`src/rtl/theta_slice_engine_if.sv`:
```
// Slice-memory bus between the theta engine and its input/output slice memories.
// The engine is the master: it drives the read request and the write strobe,
// and the input memory returns read data one cycle after the request.
interface theta_slice_engine_if #(
  parameter int N      = 25,
  parameter int ADDR_W = 6
);
  logic              rd_en;
  logic [ADDR_W-1:0] rd_addr;
  logic [N-1:0]      rd_data;
  logic              wr_en;
  logic [ADDR_W-1:0] wr_addr;
  logic [N-1:0]      wr_data;

  modport master (
    output rd_en, rd_addr, wr_en, wr_addr, wr_data,
    input  rd_data
  );

  modport slave (
    input  rd_en, rd_addr, wr_en, wr_addr, wr_data,
    output rd_data
  );
endinterface

```
`src/rtl/theta_slice_engine.sv`:
```
// Sequential theta step over a 5x5xDEPTH state, one 25-bit depth slice per cycle.
// Slice DEPTH-1 is prefetched first so the z=0 slice sees its wrapped neighbour;
// the previous slice is held in prev_q and feeds the x+1 column parity term.
//
// state | meaning
// IDLE  | waiting for start_i, all strobes low
// PRE   | request slice DEPTH-1 (wrap neighbour of z=0)
// LOAD  | latch slice DEPTH-1 into prev_q, request slice 0
// RUN   | write theta(slice z, slice z-1), request slice z+1
// DONE  | one-cycle done pulse, back to IDLE
module theta_slice_engine #(
  parameter int N      = 25,
  parameter int DEPTH  = 64,
  parameter int ADDR_W = 6
) (
  input  logic                   clk,
  input  logic                   rst_n,
  input  logic                   start_i,
  output logic                   busy_o,
  output logic                   done_o,
  theta_slice_engine_if.master   mem
);

  typedef enum logic [2:0] {IDLE, PRE, LOAD, RUN, DONE} state_t;

  localparam logic [ADDR_W-1:0] LAST_Z = ADDR_W'(DEPTH - 1);

  state_t            state_q, state_d;
  logic [ADDR_W-1:0] z_q, z_d;
  logic [N-1:0]      prev_q, prev_d;

  logic              rd_en;
  logic [ADDR_W-1:0] rd_addr;
  logic              wr_en;
  logic [ADDR_W-1:0] wr_addr;
  logic [N-1:0]      wr_data;

  // Bit (x,y) lives at index N-1-(x+5y); column x parity is the XOR over y.
  function automatic logic [4:0] col_parity(input logic [N-1:0] s);
    logic [4:0] c;
    c = '0;
    for (int x = 0; x < 5; x++) begin
      for (int y = 0; y < 5; y++) begin
        c[x] = c[x] ^ s[N-1-(x+5*y)];
      end
    end
    return c;
  endfunction

  // out(x,y) = in(x,y) ^ C(x-1, cur) ^ C(x+1, prev), x wrapping mod 5.
  function automatic logic [N-1:0] theta(input logic [N-1:0] cur, input logic [N-1:0] prv);
    logic [4:0]   c_cur;
    logic [4:0]   c_prv;
    logic [N-1:0] o;
    c_cur = col_parity(cur);
    c_prv = col_parity(prv);
    o = cur;
    for (int x = 0; x < 5; x++) begin
      for (int y = 0; y < 5; y++) begin
        o[N-1-(x+5*y)] = cur[N-1-(x+5*y)] ^ c_cur[(x+4)%5] ^ c_prv[(x+1)%5];
      end
    end
    return o;
  endfunction

  // State, slice counter and previous-slice register.
  always_ff @(posedge clk or negedge rst_n) begin
    if (!rst_n) begin
      state_q <= IDLE;
      z_q     <= '0;
      prev_q  <= '0;
    end else begin
      state_q <= state_d;
      z_q     <= z_d;
      prev_q  <= prev_d;
    end
  end

  // Next state and strobes; memory strobes decode purely from state, z and data.
  always_comb begin
    state_d = state_q;
    z_d     = z_q;
    prev_d  = prev_q;
    rd_en   = 1'b0;
    rd_addr = '0;
    wr_en   = 1'b0;
    wr_addr = '0;
    wr_data = '0;
    busy_o  = 1'b0;
    done_o  = 1'b0;
    case (state_q)
      IDLE: begin
        if (start_i) state_d = PRE;
      end
      PRE: begin
        busy_o  = 1'b1;
        rd_en   = 1'b1;
        rd_addr = LAST_Z;
        state_d = LOAD;
      end
      LOAD: begin
        busy_o  = 1'b1;
        prev_d  = mem.rd_data;
        rd_en   = 1'b1;
        rd_addr = '0;
        z_d     = '0;
        state_d = RUN;
      end
      RUN: begin
        busy_o  = 1'b1;
        wr_en   = 1'b1;
        wr_addr = z_q;
        wr_data = theta(mem.rd_data, prev_q);
        prev_d  = mem.rd_data;
        if (z_q == LAST_Z) begin
          state_d = DONE;
        end else begin
          rd_en   = 1'b1;
          rd_addr = z_q + 1'b1;
          z_d     = z_q + 1'b1;
        end
      end
      DONE: begin
        done_o  = 1'b1;
        state_d = IDLE;
      end
      default: state_d = IDLE;
    endcase
  end

  assign mem.rd_en   = rd_en;
  assign mem.rd_addr = rd_addr;
  assign mem.wr_en   = wr_en;
  assign mem.wr_addr = wr_addr;
  assign mem.wr_data = wr_data;

endmodule

```
`src/flat_wrapper.sv`:
```
// flat-port wrapper written by rule: the top's interface ports become plain ports
module theta_slice_engine_flat 
#(
  parameter int N      = 25,
  parameter int DEPTH  = 64,
  parameter int ADDR_W = 6
)
  (clk, rst_n, start_i, busy_o, done_o, mem_rd_en, mem_rd_addr, mem_wr_en, mem_wr_addr, mem_wr_data, mem_rd_data);
  theta_slice_engine_if #(.N(N), .ADDR_W(ADDR_W)) mem_i ();
  input  logic clk;
  input  logic rst_n;
  input  logic start_i;
  output logic busy_o;
  output logic done_o;
  output wire logic [$bits(mem_i.rd_en)-1:0] mem_rd_en;
  output wire logic [$bits(mem_i.rd_addr)-1:0] mem_rd_addr;
  output wire logic [$bits(mem_i.wr_en)-1:0] mem_wr_en;
  output wire logic [$bits(mem_i.wr_addr)-1:0] mem_wr_addr;
  output wire logic [$bits(mem_i.wr_data)-1:0] mem_wr_data;
  input wire logic [$bits(mem_i.rd_data)-1:0] mem_rd_data;
  assign mem_rd_en = mem_i.rd_en;
  assign mem_rd_addr = mem_i.rd_addr;
  assign mem_wr_en = mem_i.wr_en;
  assign mem_wr_addr = mem_i.wr_addr;
  assign mem_wr_data = mem_i.wr_data;
  assign mem_i.rd_data = mem_rd_data;
  theta_slice_engine #(.N(N), .DEPTH(DEPTH), .ADDR_W(ADDR_W)) u_core (.clk(clk), .rst_n(rst_n), .start_i(start_i), .busy_o(busy_o), .done_o(done_o), .mem(mem_i));
endmodule
```
`config.mk`:
```
export PLATFORM = sky130hd
export DESIGN_NAME = theta_slice_engine_flat
export DESIGN_NICKNAME = d
export VERILOG_FILES = /design/src/rtl/theta_slice_engine_if.sv /design/src/rtl/theta_slice_engine.sv /design/src/flat_wrapper.sv
export SDC_FILE = /design/constraint.sdc
export NUM_CORES = 1
export LEC_CHECK = 0
export BUFFER_PORTS_ARGS = -buffer_cell sky130_fd_sc_hd__buf_2
export CORE_ASPECT_RATIO = 0.75
export CORE_UTILIZATION = 48
export CTS_CLUSTER_DIAMETER = 200
export DETAILED_ROUTE_END_ITERATION = 7
export PLACE_DENSITY = 0.84
export RECOVER_POWER = 100
export SYNTH_ARGS = -nofsm -noshare
export SYNTH_HDL_FRONTEND = slang
export SYNTH_SLANG_ARGS = --single-unit
```
`constraint.sdc`:
```
create_clock -name clk -period 1.7 [get_ports clk]
set_input_delay 0.34 -clock clk [delete_from_list [all_inputs] [get_ports clk]]
set_output_delay 0.34 -clock clk [all_outputs]
set_load 0.03 [all_outputs]
```
==> flow_metrics.env, run 1 <==
export IMPL_layout_setup_ws_ns=-0.708
export IMPL_yosysTopAreaCell="dfrtp_1"
export IMPL_drv_cap=0
export IMPL_period_minus_slack_ns=2.41
export IMPL_final_max_slew_viol_count=0
export IMPL_die_height_um=65.4
export IMPL_synth_top_area_share_pct=33.1
export IMPL_cts_num_sinks=34
export IMPL_skew_ns=0.00468
export IMPL_cts_tree="done"
export IMPL_avgSynthCellArea_um2=9.64
export IMPL_start_util_pct=51.4
export IMPL_tns_ns=-19.00
export IMPL_clockBufferDepth=2
export IMPL_drtPass1Iterations=5
export IMPL_required_ns=1.36
export IMPL_grt_pass1_wl_um=14100
export IMPL_synthCells=267
export IMPL_overflow=0
export IMPL_track_usage_pct=34.9
export IMPL_dpl_cell_count=437
export IMPL_place_congestion=0.883
export IMPL_synth_warnings=0
export IMPL_violations="negative setup slack"
export IMPL_min_path_type="input pin to flip-flop"
export IMPL_end_kind="output port"
export IMPL_fp_coreArea_um2=5010
export IMPL_status="complete, but fails checks"
export IMPL_grt_max_degree=32
export IMPL_critPathMaxFanout=5
export IMPL_crit_type="flip-flop to output port"
export IMPL_num_vias=2738
export IMPL_worst_pin_slew_ns=0.972
export IMPL_dpl_instance_area_um2=3570
export IMPL_holdWs_ns=0.322
export IMPL_portBuffers=68
export IMPL_std_cell_rows=22
export IMPL_synth_cell_type_count=26
export IMPL_via_per_inst=5.93
export IMPL_insertion_delay_ns=0.30
export IMPL_synth_seq_cells=34
export IMPL_synth_seq_area_share_pct=33.1
export IMPL_relSlewSlack_pct=35.2
export IMPL_syn2layout_area_growth_pct=65.3
export IMPL_antenna_found_initial=0
export IMPL_cts_made_buffers=5
export IMPL_synth_nets=296
export IMPL_die_area_um2=5660
export IMPL_post_route_period_util_pct=142
export IMPL_rsz0062_at_grt="true"
export IMPL_clk_pin_slew_ns=0.07
export IMPL_fin_area_um2=4260
export IMPL_first_global_vias=2627
export IMPL_diodes=0
export IMPL_hold_viol_final=0
export IMPL_postRouteAntennaNets=0
export IMPL_drt_wirelength_per_cell_um=22.6
export IMPL_setup_viol=48
export IMPL_cts_htree_levels=2
export IMPL_synth_cell_area_um2=2570
export IMPL_boundaryPins=69
export IMPL_initialDrtViolationCount=273
export IMPL_place_hpwl_um=4980
export IMPL_critPathArrivalTime_ns=2.07
export IMPL_startpoint_type="flip-flop"
export IMPL_chipWidth_um=86.6
export IMPL_cts_root_buf="clkbuf_8"
export IMPL_drc=0
export IMPL_synthTopCellsByArea="dfrtp_1 33%, xnor3_1 22%, nand2_1 12%, xnor2_1 9.2%, xnor3_4 5.1%"
export IMPL_wl_um=10500
export IMPL_max_freq_ghz=0.415
export IMPL_fin_nets=418
export IMPL_drive_above_1_share_pct=53.1
export IMPL_finalNonFillerCells=462
-- area by class of cell --
cell class	count	area [um2]
well taps	72	90.1
clock inverters	1	5.00
repair buffers	126	1080
inverters	3	13.8
fillers	232	754
clock buffers	7	86.3
multi-input cells	219	2130
flip-flops and latches	34	856
-- per-stage QoR --
stage	setup slack, ns	util (%)
global route	-0.727	84.9
detailed placement	-0.503	71.2
global placement	-0.485	71.2
finish	-0.708	84.9
CTS	-0.556	81.7
floorplan	-0.142	-
-- synth_stat cells, drive strengths merged --
master   instances
and3             1
o31ai            1
nor2b            1
a21oi            9
nor2            33
xnor3           30
ha               1
nand3            2
inv              3
nand2b           3
buf              4
and2             7
o211ai           1
o21ai            4
clkbuf           7
o2bb2ai          2
xnor2           27
dfrtp           34
xor2             6
nand2           85
o21a             3
nor3             1
a22o             1
a2bb2oi          1
-- placed cells by master, fill, tap and decap left out, types with 3 or more instances in the layout --
cell / instances
buf_6: 42
xnor2_1: 14
buf_12: 3
a21oi_1: 4
clkbuf_8: 6
xor2_1: 6
and2_4: 6
nor2_4: 27
dfrtp_2: 4
nand2_1: 81
nor2_1: 4
o21ai_0: 3
dfrtp_1: 30
xnor3_4: 5
xnor2_2: 12
buf_2: 27
a21oi_4: 3
xnor3_1: 25
buf_4: 50
o21a_1: 3
-- final timing paths --
kind,from,end,slack (ns),depth (start not counted)
min in group asynchronous,rst_n,u_core.state_q[1],0.71,2
setup / recovery,u_core.prev_q[10],mem_wr_data[11],-0.71,5
setup reg to reg,u_core.state_q[2],u_core.z_q[3],-0.06,4
hold reg to reg,u_core.prev_q[24],u_core.prev_q[24],0.52,2
hold / removal,mem_rd_data[19],u_core.prev_q[19],0.32,3
max in group asynchronous,rst_n,u_core.prev_q[11],0.16,3
-- cell families after synthesis --
group / after synthesis / synth area share [%]
fa+ha+maj: 1 / 0.486
buf+inv: 14 / 2.19
flops: 34 / 33.1
compound gates: 22 / 5.35
simple gates: 133 / 20.7
xor+xnor: 63 / 38.2
-- state kept, by name (all words and copies together) (netlist names) --
name and cells:
u_core.state_q 3, u_core.z_q 6, u_core.prev_q 25
-- what timing repair did --
item,CTS,global route
pin swaps,41,15
setup endpoints to repair,39,40
gates resized for setup,102,34
hold buffers,1,0
setup buffers,10,7
hold endpoints to repair,15,0
-- worst max-delay path: stages, from the launching register on --
cell,delay [ns]
dfrtp_1,0.41
xnor2_1,0.23
xnor3_4,0.60
xnor3_1,0.26
nor2_4,0.12
buf_6,0.14
-- routing by layer --
layer / GRT usage, % / routed length [um]
met3: 9.05 / 966
met1: 44.3 / 3890
met2: 55.5 / 4820
met4: 17.9 / 778
met5: 0 / 0
Power of run 1 is left out: the tool's default activity adds up to more than one toggle a clock period on the data nets, which glitch-free logic cannot reach.
==> run 2: changes to the inputs <==
--- a/config.mk
+++ b/config.mk
@@ -10,4 +10,5 @@
 export CORE_UTILIZATION = 48
 export CTS_CLUSTER_DIAMETER = 200
+export CTS_CLUSTER_SIZE = 12
 export DETAILED_ROUTE_END_ITERATION = 7
 export PLACE_DENSITY = 0.84
==> constraint.sdc (replaced) <==
create_clock -name clk -period 1.7 [get_ports clk]
set_input_delay 0.255 -clock clk [delete_from_list [all_inputs] [get_ports clk]]
set_output_delay 0.255 -clock clk [all_outputs]
set_load 0.03 [all_outputs]
==> run 2 against run 1 <==
Compared with the run above:
- the flow still finishes with violations (negative setup slack)
- clock skew grew 0.013 ns
- die area did not move
- cell count down 0.87%
- sequential share of layout area rose by 0.45 points
- largest cell class unchanged
- critical path type unchanged
- first-iteration DRC count is 23% lower
- flip-flop and latch count did not move
- routed wire length down 12%
- core utilization down 2.0 points
- fmax is 3.6% higher
- hold slack worse by 0.057 ns
- via count is 7.3% lower
- non-clock buffer count decreased by 4
==> flow_metrics.env, run 2 (synthesized netlist as in run 1, its figures left out) <==
export IMPL_clk_pin_slew_ns=0.09
export IMPL_num_vias=2537
export IMPL_fillers=268
export IMPL_drt_wirelength_per_cell_um=20.1
export IMPL_tns_ns=-15.23
export IMPL_drc=0
export IMPL_status="complete, but fails checks"
export IMPL_critPathMaxFanout=5
export IMPL_crit_end="mem_wr_data[18]"
export IMPL_critPathMaxStageDelay_ns=0.58
export IMPL_clockBufferDepth=2
export IMPL_place_hpwl_um=4700
export IMPL_cts_root_buf="clkbuf_8"
export IMPL_r2r_slack_ns=-0.19
export IMPL_critPathArrivalTime_ns=2.07
export IMPL_largest_register="u_core.prev_q"
export IMPL_relSlewSlack_pct=41.8
export IMPL_grt_max_degree=35
export IMPL_wl_um=9200
export IMPL_crit_type="flip-flop to output port"
export IMPL_std_cell_rows=22
export IMPL_track_usage_pct=30.7
export IMPL_cts_made_buffers=5
export IMPL_first_global_vias=2577
export IMPL_boundaryPins=69
export IMPL_final_common_cell="nand2_1"
export IMPL_via_per_inst=5.54
export IMPL_postRouteAntennaNets=0
export IMPL_hold_viol_final=0
export IMPL_insertion_delay_ns=0.32
export IMPL_final_max_slew_viol_count=0
export IMPL_start_util_pct=51.4
export IMPL_fin_nets=414
export IMPL_skew_ns=0.0179
export IMPL_initialDrtViolationCount=211
export IMPL_syn2layout_area_growth_pct=61.5
export IMPL_drive_above_1_share_pct=52.6
export IMPL_end_kind="output port"
export IMPL_drtPass1Iterations=4
export IMPL_cp_cell_sequence="xor2_1 -> xnor3_4 -> xnor3_1 -> nor2_4 -> buf_6"
export IMPL_reg_top3="u_core.prev_q x25, u_core.z_q x6, u_core.state_q x3"
export IMPL_min_path_type="input pin to flip-flop"
export IMPL_layout_setup_ws_ns=-0.625
export IMPL_antenna_found_initial=0
export IMPL_place_congestion=0.903
export IMPL_chipWidth_um=86.6
export IMPL_largest_reg_flops=25
export IMPL_violations="negative setup slack"
export IMPL_diodes=0
export IMPL_rr_worst_depth=5
export IMPL_die_area_um2=5660
export IMPL_drv_cap=0
export IMPL_setup_viol=57
export IMPL_rsz0062_at_grt="true"
export IMPL_required_ns=1.44
export IMPL_grt_pass1_wl_um=12800
export IMPL_crit_path_start="u_core.prev_q[17]"
export IMPL_worst_pin_slew_ns=0.874
export IMPL_max_freq_ghz=0.430
export IMPL_post_route_period_util_pct=137
export IMPL_die_height_um=65.4
export IMPL_fp_coreArea_um2=5010
export IMPL_portBuffers=68
export IMPL_cts_num_sinks=34
export IMPL_startpoint_type="flip-flop"
export IMPL_cts_tree="done"
export IMPL_cts_htree_levels=2
export IMPL_overflow=0
export IMPL_place_ws_ns=-0.313
export IMPL_mostFrequentLayoutCells="80 x nand2_1, 46 x buf_4, 40 x buf_6"
export IMPL_cpMaxStageDelayCell="xnor3_4"
export IMPL_rr_startpoint="u_core.state_q[2]"
export IMPL_period_minus_slack_ns=2.32
export IMPL_reg2reg_to="u_core.z_q[2]"
==> run 2: how the worst min path moves through the flow <==
stage               startpoint           endpoint  slack [ns]  cells after the start
2_1_floorplan            rst_n   u_core.prev_q[0]       -0.04                      0
3_3_place_gp             rst_n      u_core.z_q[0]        0.31                      2
3_5_place_dp             rst_n      u_core.z_q[0]        0.31                      2
4_1_cts        mem_rd_data[24]  u_core.prev_q[24]        0.28                      4
5_1_grt         mem_rd_data[9]   u_core.prev_q[9]        0.27                      4
6_report       mem_rd_data[24]  u_core.prev_q[24]        0.26                      4
==> run 2: layer usage <==
metal | vias to the layer above | track usage, % | wire length [um]
met1 | 1251 | 38.8 | 3550
met2 | 146 | 50.9 | 4600
li1 | 1100 | - | -
met3 | 40 | 6.91 | 679
met4 | 0 | 13.8 | 376
met5 | - | 0 | 0
==> run 2: final cells by class <==
class	instances	area (um2)	share of cell area, %
Clock inverter	1	5.00	0.120
Multi-Input combinational cell	219	2090	50.4
Timing Repair Buffer	122	1010	24.4
Sequential cell	34	855	20.6
Clock buffer	7	86.3	2.08
Tap cell	72	90.1	2.17
Inverter	3	13.8	0.331
==> run 2: stage by stage <==
step                hold WS (ns)  std cells  cell area, um2  utilization, %
CTS                        0.275        452            4010            80.1
floorplan                -0.0406        267            2840               -
global route               0.274        458            4160            83.0
detailed placement         0.310        434            3530            70.5
finish                     0.265        458            4160            83.0
global placement           0.310        434            3530            70.5
==> run 2: worst max-delay path, delay by kind of cell, from the launching register on <==
kind	cells	cell delay [ns]
buffers and inverters	1	0.14
XOR/XNOR	3	1.05
AND/OR/NAND/NOR	1	0.14
flip-flops	1	0.41
==> run 2: what timing repair did <==
action | CTS | global route
endpoints found under the hold margin | 19 | 0
buffers inserted | 9 | 7
hold buffers | 1 | 0
endpoints found under the setup margin | 38 | 39
pin swaps | 41 | 15
resized for setup | 94 | 31
Power of run 2 is left out for the same reason.
